## src/rtl/sa_pkg.sv

```systemverilog
`default_nettype none
// +-----------------------------------------------------------------------------+
// | sa_pkg : shared state encoding and helpers for the systolic enable sequencer |
// | Revision: 1.0                                                                |
// +-----------------------------------------------------------------------------+
package sa_pkg;

  localparam int SA_N_LANES_DEFAULT = 3;

  typedef enum logic [1:0] {
    ST_IDLE   = 2'b00,
    ST_LOAD   = 2'b01,
    ST_STREAM = 2'b10,
    ST_DONE   = 2'b11
  } sa_state_e;

  function automatic int sa_clog2(input int value);
    int r;
    r = 0;
    while ((1 << r) < value) r++;
    return r;
  endfunction

endpackage
`default_nettype wire

```

## src/rtl/sa_en_lane_decode.sv

```systemverilog
`default_nettype none
// +-----------------------------------------------------------------------------+
// | sa_en_lane_decode : per-lane enable decode from phase count, length, state   |
// | Revision: 1.0                                                                |
// +-----------------------------------------------------------------------------+
module sa_en_lane_decode
  import sa_pkg::*;
#(
  parameter int N_LANES = SA_N_LANES_DEFAULT,
  parameter int LEN_W   = 4,
  parameter int CNT_W   = 5
) (
  input  logic [CNT_W-1:0]   t,
  input  logic [LEN_W-1:0]   k,
  input  logic [1:0]         state,
  input  logic               stall,
  output logic [N_LANES-1:0] en
);

  logic [CNT_W-1:0] k_ext;
  logic             in_load;
  logic             in_stream;

  assign k_ext     = CNT_W'(k);
  assign in_load   = (state == ST_LOAD)   && !stall;
  assign in_stream = (state == ST_STREAM) && !stall;

  // Lane i sees the wavefront for K cycles starting at t == i.
  generate
    for (genvar i = 0; i < N_LANES; i++) begin : g_lane
      if (i == 0) begin : g_first
        assign en[i] = in_load || (in_stream && (t < k_ext));
      end else begin : g_rest
        localparam logic [CNT_W-1:0] LANE = CNT_W'(i);
        logic [CNT_W-1:0] hi;
        assign hi    = LANE + k_ext;
        assign en[i] = in_load || (in_stream && (t >= LANE) && (t < hi));
      end
    end
  endgenerate

endmodule
`default_nettype wire

```

## src/rtl/sa_en_sequencer.sv

```systemverilog
`default_nettype none
// +-----------------------------------------------------------------------------+
// | sa_en_sequencer : start/done sequencer driving skewed lane enables           |
// | Revision: 1.0                                                                |
// +-----------------------------------------------------------------------------+
module sa_en_sequencer
  import sa_pkg::*;
#(
  parameter int N_LANES = SA_N_LANES_DEFAULT,
  parameter int LEN_W   = 4
) (
  input  logic               clk,
  input  logic               rst,
  input  logic               start,
  input  logic               preload,
  input  logic [LEN_W-1:0]   len,
  input  logic               stall,
  output logic               busy,
  output logic               load_en,
  output logic [N_LANES-1:0] en,
  output logic               done
);

  // Wide enough for K+N_LANES-1 without wrap at the largest K.
  localparam int CNT_W = sa_clog2((1 << LEN_W) + N_LANES);

  localparam logic [CNT_W-1:0] LOAD_LAST = CNT_W'(N_LANES - 1);
  localparam logic [CNT_W-1:0] SKEW      = CNT_W'(N_LANES - 2);
  localparam logic [CNT_W-1:0] CNT_ONE   = CNT_W'(1);

  sa_state_e        state_q, state_d;
  logic [CNT_W-1:0] cnt_q, cnt_d;
  logic [LEN_W-1:0] k_q, k_d;
  logic             preload_q, preload_d;
  logic [CNT_W-1:0] stream_last;
  logic             k_zero;

  assign stream_last = CNT_W'(k_q) + SKEW;
  assign k_zero      = (k_q == '0);

  always_ff @(posedge clk or posedge rst) begin
    if (rst) begin
      state_q   <= ST_IDLE;
      cnt_q     <= '0;
      k_q       <= '0;
      preload_q <= 1'b0;
    end else begin
      state_q   <= state_d;
      cnt_q     <= cnt_d;
      k_q       <= k_d;
      preload_q <= preload_d;
    end
  end

  always_comb begin
    state_d   = state_q;
    cnt_d     = cnt_q;
    k_d       = k_q;
    preload_d = preload_q;
    case (state_q)
      ST_IDLE: begin
        if (start) begin
          k_d       = len;
          preload_d = preload;
          cnt_d     = '0;
          if (preload)          state_d = ST_LOAD;
          else if (len == '0)   state_d = ST_DONE;
          else                  state_d = ST_STREAM;
        end
      end
      ST_LOAD: begin
        if (!stall) begin
          if (cnt_q == LOAD_LAST) begin
            cnt_d   = '0;
            state_d = k_zero ? ST_DONE : ST_STREAM;
          end else begin
            cnt_d = cnt_q + CNT_ONE;
          end
        end
      end
      ST_STREAM: begin
        if (!stall) begin
          if (cnt_q == stream_last) begin
            cnt_d   = '0;
            state_d = ST_DONE;
          end else begin
            cnt_d = cnt_q + CNT_ONE;
          end
        end
      end
      ST_DONE: begin
        cnt_d   = '0;
        state_d = ST_IDLE;
      end
      default: begin
        cnt_d   = '0;
        state_d = ST_IDLE;
      end
    endcase
  end

  // LOAD is only reachable with preload latched, so the extra term is redundant by design.
  assign busy    = (state_q != ST_IDLE);
  assign done    = (state_q == ST_DONE);
  assign load_en = (state_q == ST_LOAD) && preload_q && !stall;

  sa_en_lane_decode #(
    .N_LANES (N_LANES),
    .LEN_W   (LEN_W),
    .CNT_W   (CNT_W)
  ) u_decode (
    .t     (cnt_q),
    .k     (k_q),
    .state (state_q),
    .stall (stall),
    .en    (en)
  );

endmodule
`default_nettype wire

```

## config.mk

```make
export PLATFORM = sky130hd
export DESIGN_NAME = sa_en_sequencer
export DESIGN_NICKNAME = d
export VERILOG_FILES = /design/src/rtl/sa_pkg.sv /design/src/rtl/sa_en_lane_decode.sv /design/src/rtl/sa_en_sequencer.sv
export SDC_FILE = /design/constraint.sdc
export NUM_CORES = 1
export LEC_CHECK = 0
export BUFFER_PORTS_ARGS = -buffer_cell sky130_fd_sc_hd__clkbuf_2
export CORE_MARGIN = 5
export CORE_UTILIZATION = 57
export CTS_CLUSTER_DIAMETER = 80
export DETAILED_ROUTE_END_ITERATION = 8
export GPL_ROUTABILITY_DRIVEN = 0
export PLACE_DENSITY = 0.87
export SYNTH_ARGS = -nofsm -noshare
export SYNTH_HDL_FRONTEND = slang
export SYNTH_SLANG_ARGS = --single-unit
```

## constraint.sdc

```tcl
create_clock -name clk -period 2.7 [get_ports clk]
set_clock_uncertainty 0.1 [all_clocks]
set_input_delay 0.27 -clock clk [delete_from_list [all_inputs] [get_ports clk]]
set_output_delay 0.27 -clock clk [all_outputs]
set_load 0.1 [all_outputs]
```

==> impl_metrics.py <==
metrics = {
    "worst_hold_path": {
        "whs_path_depth": 2,
        "hold_path_class": "in2reg",
    },
    "finish": {
        "drive_gt1_share_pct": 25.4,
        "finalNonFillerCells": 169,
        "diodes": 0,
        "fin_area_mm2": 0.00135,
        "layout_commonest_cell": "ha_1",
        "syn2layout_area_growth_pct": 17.1,
        "final_core_util_pct": 69.7,
        "fin_nets": 176,
        "fillers": 155,
        "final_cell_mix": "24 x ha_1, 14 x inv_1, 11 x clkbuf_2",
    },
    "setup_path": {
        "worstSetupStartpointType": "register",
        "arrival_ns": 2.23,
        "critPathMaxFanout": 6,
        "r2r_start": "k_q[2]$_DFFE_PP0P_",
        "critPathKind": "reg2out",
        "crit_path_cell_trace": "inv_1 > ha_1 > inv_1 > ha_1 > nor2b_1 > o21a_1 > o21ai_0 > a211o_1 > buf_12",
        "rrSetupSlack_ns": 0.45,
        "rr_worst_depth": 8,
        "r2r-end": "state_q[0]$_DFFE_PP0P_",
        "crit_required_ns": 2.33,
        "endpoint": "en[1]",
        "crit_path_start": "k_q[1]$_DFFE_PP0P_",
        "slowest_stage": "dfrtp_2",
        "max_stage_delay_ns": 0.42,
        "worst_setup_path_end_kind": "primary output",
    },
    "placed_design": {
        "portBuffers": 14,
        "placed_area_mm2": 0.00131,
        "placed_cells": 164,
        "dp_slack_ns": 0.372,
        "hpwl_um": 2050,
    },
    "routing": {
        "routed.top_layer": "met4",
        "wl_met2_um": 1220,
        "drt_wl_total_um": 2580,
        "drt_iter0_drc": 36,
        "drc_errors": 0,
        "wl_met3_um": 223,
        "routed_via_density": 5.91,
        "num_vias": 998,
        "met1_length_um": 1100,
        "drt.antenna.violating_nets": 0,
        "dr.pass1.iters": 4,
        "post_drt_wl_per_cell_um": 15.2,
    },
    "status": {
        "status": "finished clean",
    },
    "timing": {
        "setup_slack_ns": 0.0991,
        "fmax_ghz": 0.384,
        "setup_violations": 0,
        "slew_headroom_pct": 63.9,
        "rsz0062_at_grt": "false",
        "drv_slew": 0,
        "setup_tns_ns": 0,
        "period_share_pct": 96.3,
        "hold_viol": 0,
        "tightest_slew_ns": 0.544,
        "post-route-min-period_ns": 2.60,
    },
    "synth": {
        "synth_area_leaders": "dfrtp_1 26%, ha_1 26%, mux2_2 4.9%",
        "synth.cell_area_mm2": 0.00116,
        "ys_seq_area_share_pct": 26.0,
        "yosys_register_bits": 12,
        "synth_area_per_cell_um2": 9.48,
        "yosys_warnings": 0,
        "post-synth-top-area-cell": "dfrtp_1",
        "ys_types": 32,
        "synth.top_cell.area_share_pct": 26.0,
        "syn_inst": 122,
        "synth.net_count": 155,
    },
    "die": {
        "die_h_um": 55.0,
        "floorplan.initialDensity_pct": 59.5,
        "fp.dieW_um": 55.0,
        "io_pins": 15,
        "dieArea_mm2": 0.00303,
        "core_area_mm2": 0.00194,
        "rows": 16,
    },
    "clock_network": {
        "cts_tree": "built",
        "htreeDepth": 1,
        "numCtsBuffers": 3,
        "clk_pin_slew_ns": 0.07,
        "clk_latency_ns": 0.28,
        "cts-root-buf": "clkbuf_4",
        "clockBufferDepth": 2,
        "clock_sinks": 12,
    },
    "grt": {
        "grt_pass1_wl_um": 4530,
        "grt_max_degree": 13,
        "track_usage_pct": 20.8,
        "overflow": 0,
        "grt_pass1_vias": 979,
        "antenna_found_initial": 0,
    },
    "job": {
        "cap_viol_max_count": 0,
    },
    "power_and_ir_drop": {
        "power_density_mw_per_mm2": 1240,
        "peakVddDrop_v": 0.00110,
        "power_leakage_nw": 0.641,
    },
}
-- power by group --
| part | switching, mW | total, mW | internal (mW) |
|---|---|---|---|
| sequential | 0.0852 | 0.335 | 0.250 |
| clock | 0.0634 | 0.146 | 0.0821 |
| combinational | 0.769 | 1.20 | 0.435 |
| total | 0.917 | 1.68 | 0.766 |
-- what timing repair did --
item                                    4_1_cts  5_1_grt
endpoints found under the setup margin        0        2
hold endpoints to repair                     12        0
buffers inserted                              0        0
hold buffers                                  1        0
gates resized for setup                       0        2
-- worst min path at each step --
stage                 from                   end  slack [ns]
finish              len[3]    k_q[3]$_DFFE_PP0P_        0.14
floorplan              rst  cnt_q[0]$_DFFE_PP0P_        0.03
detailed placement     rst  cnt_q[2]$_DFFE_PP0P_        0.19
CTS                 len[3]    k_q[3]$_DFFE_PP0P_        0.14
global route        len[3]    k_q[3]$_DFFE_PP0P_        0.14
global placement       rst  cnt_q[2]$_DFFE_PP0P_        0.18
-- logic make-up after synthesis --
family	synth area share, %
and+or+nand+nor	15.2
AOI/OAI and AO/OA	19.0
adders and majority gates	26.0
buffers and inverters	4.55
DFF	26.0
muxes	7.03
xor gates and xnor gates	2.27
-- synthesized netlist by cell type --
cell       number
a2111oi_0       2
a2111oi_1       1
a211o_1         1
a21o_1          1
a21oi_1         1
a21oi_2         1
a311oi_1        1
a41oi_1         1
and2_1          1
dfrtp_1        12
ha_1           24
inv_1          14
mux2_2          5
mux2_4          1
mux2i_1         1
nand2_1         9
nand2_2         1
nand2b_1        4
nand3_1         5
nor2_1          4
nor2b_1         3
nor3_2          2
nor4_1          2
o2111ai_1       3
o2111ai_2       1
o211ai_1        4
o21a_1          3
o21ai_0         7
o21ai_2         1
o31ai_1         1
or2_2           2
xnor2_1         3
-- layer usage --
layer | global-route usage (%) | vias to the layer above
met5 | 0 | -
met4 | 5.26 | 0
met3 | 4.83 | 4
met2 | 32.7 | 51
met1 | 28.7 | 457
li1 | - | 486
-- layout make-up --
class | instances | area, um2 | share of cell area (%)
sequential | 12 | 303 | 22.4
timing repair buffer | 16 | 108 | 7.95
inverter | 14 | 52.6 | 3.88
multi-input combinational | 96 | 821 | 60.6
clock buffer | 4 | 36.3 | 2.68
tap | 27 | 33.8 | 2.50
-- state kept, by name, indices dropped and copies added, names as in the netlist --
| register | count |
|---|---|
| k_q | 4 |
| preload_q | 1 |
| state_q | 2 |
| cnt_q | 5 |
-- metrics by stage --
| step | power, mW | hold WS, ns |
|---|---|---|
| after floorplan | 1.27 | 0.0347 |
| after global placement | 1.47 | 0.181 |
| after detailed placement | 1.52 | 0.189 |
| after CTS | 1.68 | 0.144 |
| after global routing | 1.84 | 0.135 |
| final | 1.68 | 0.142 |
-- critical path: cells and delay by family (launching register included) --
family / cells / cell delay (ns)
AOI/OAI and AO/OA: 3 / 0.54
adders and majority gates: 2 / 0.54
buffers and inverters: 3 / 0.31
DFF: 1 / 0.42
and+or+nand+nor: 1 / 0.13
No activity file was read; power rests on OpenSTA's default activity.
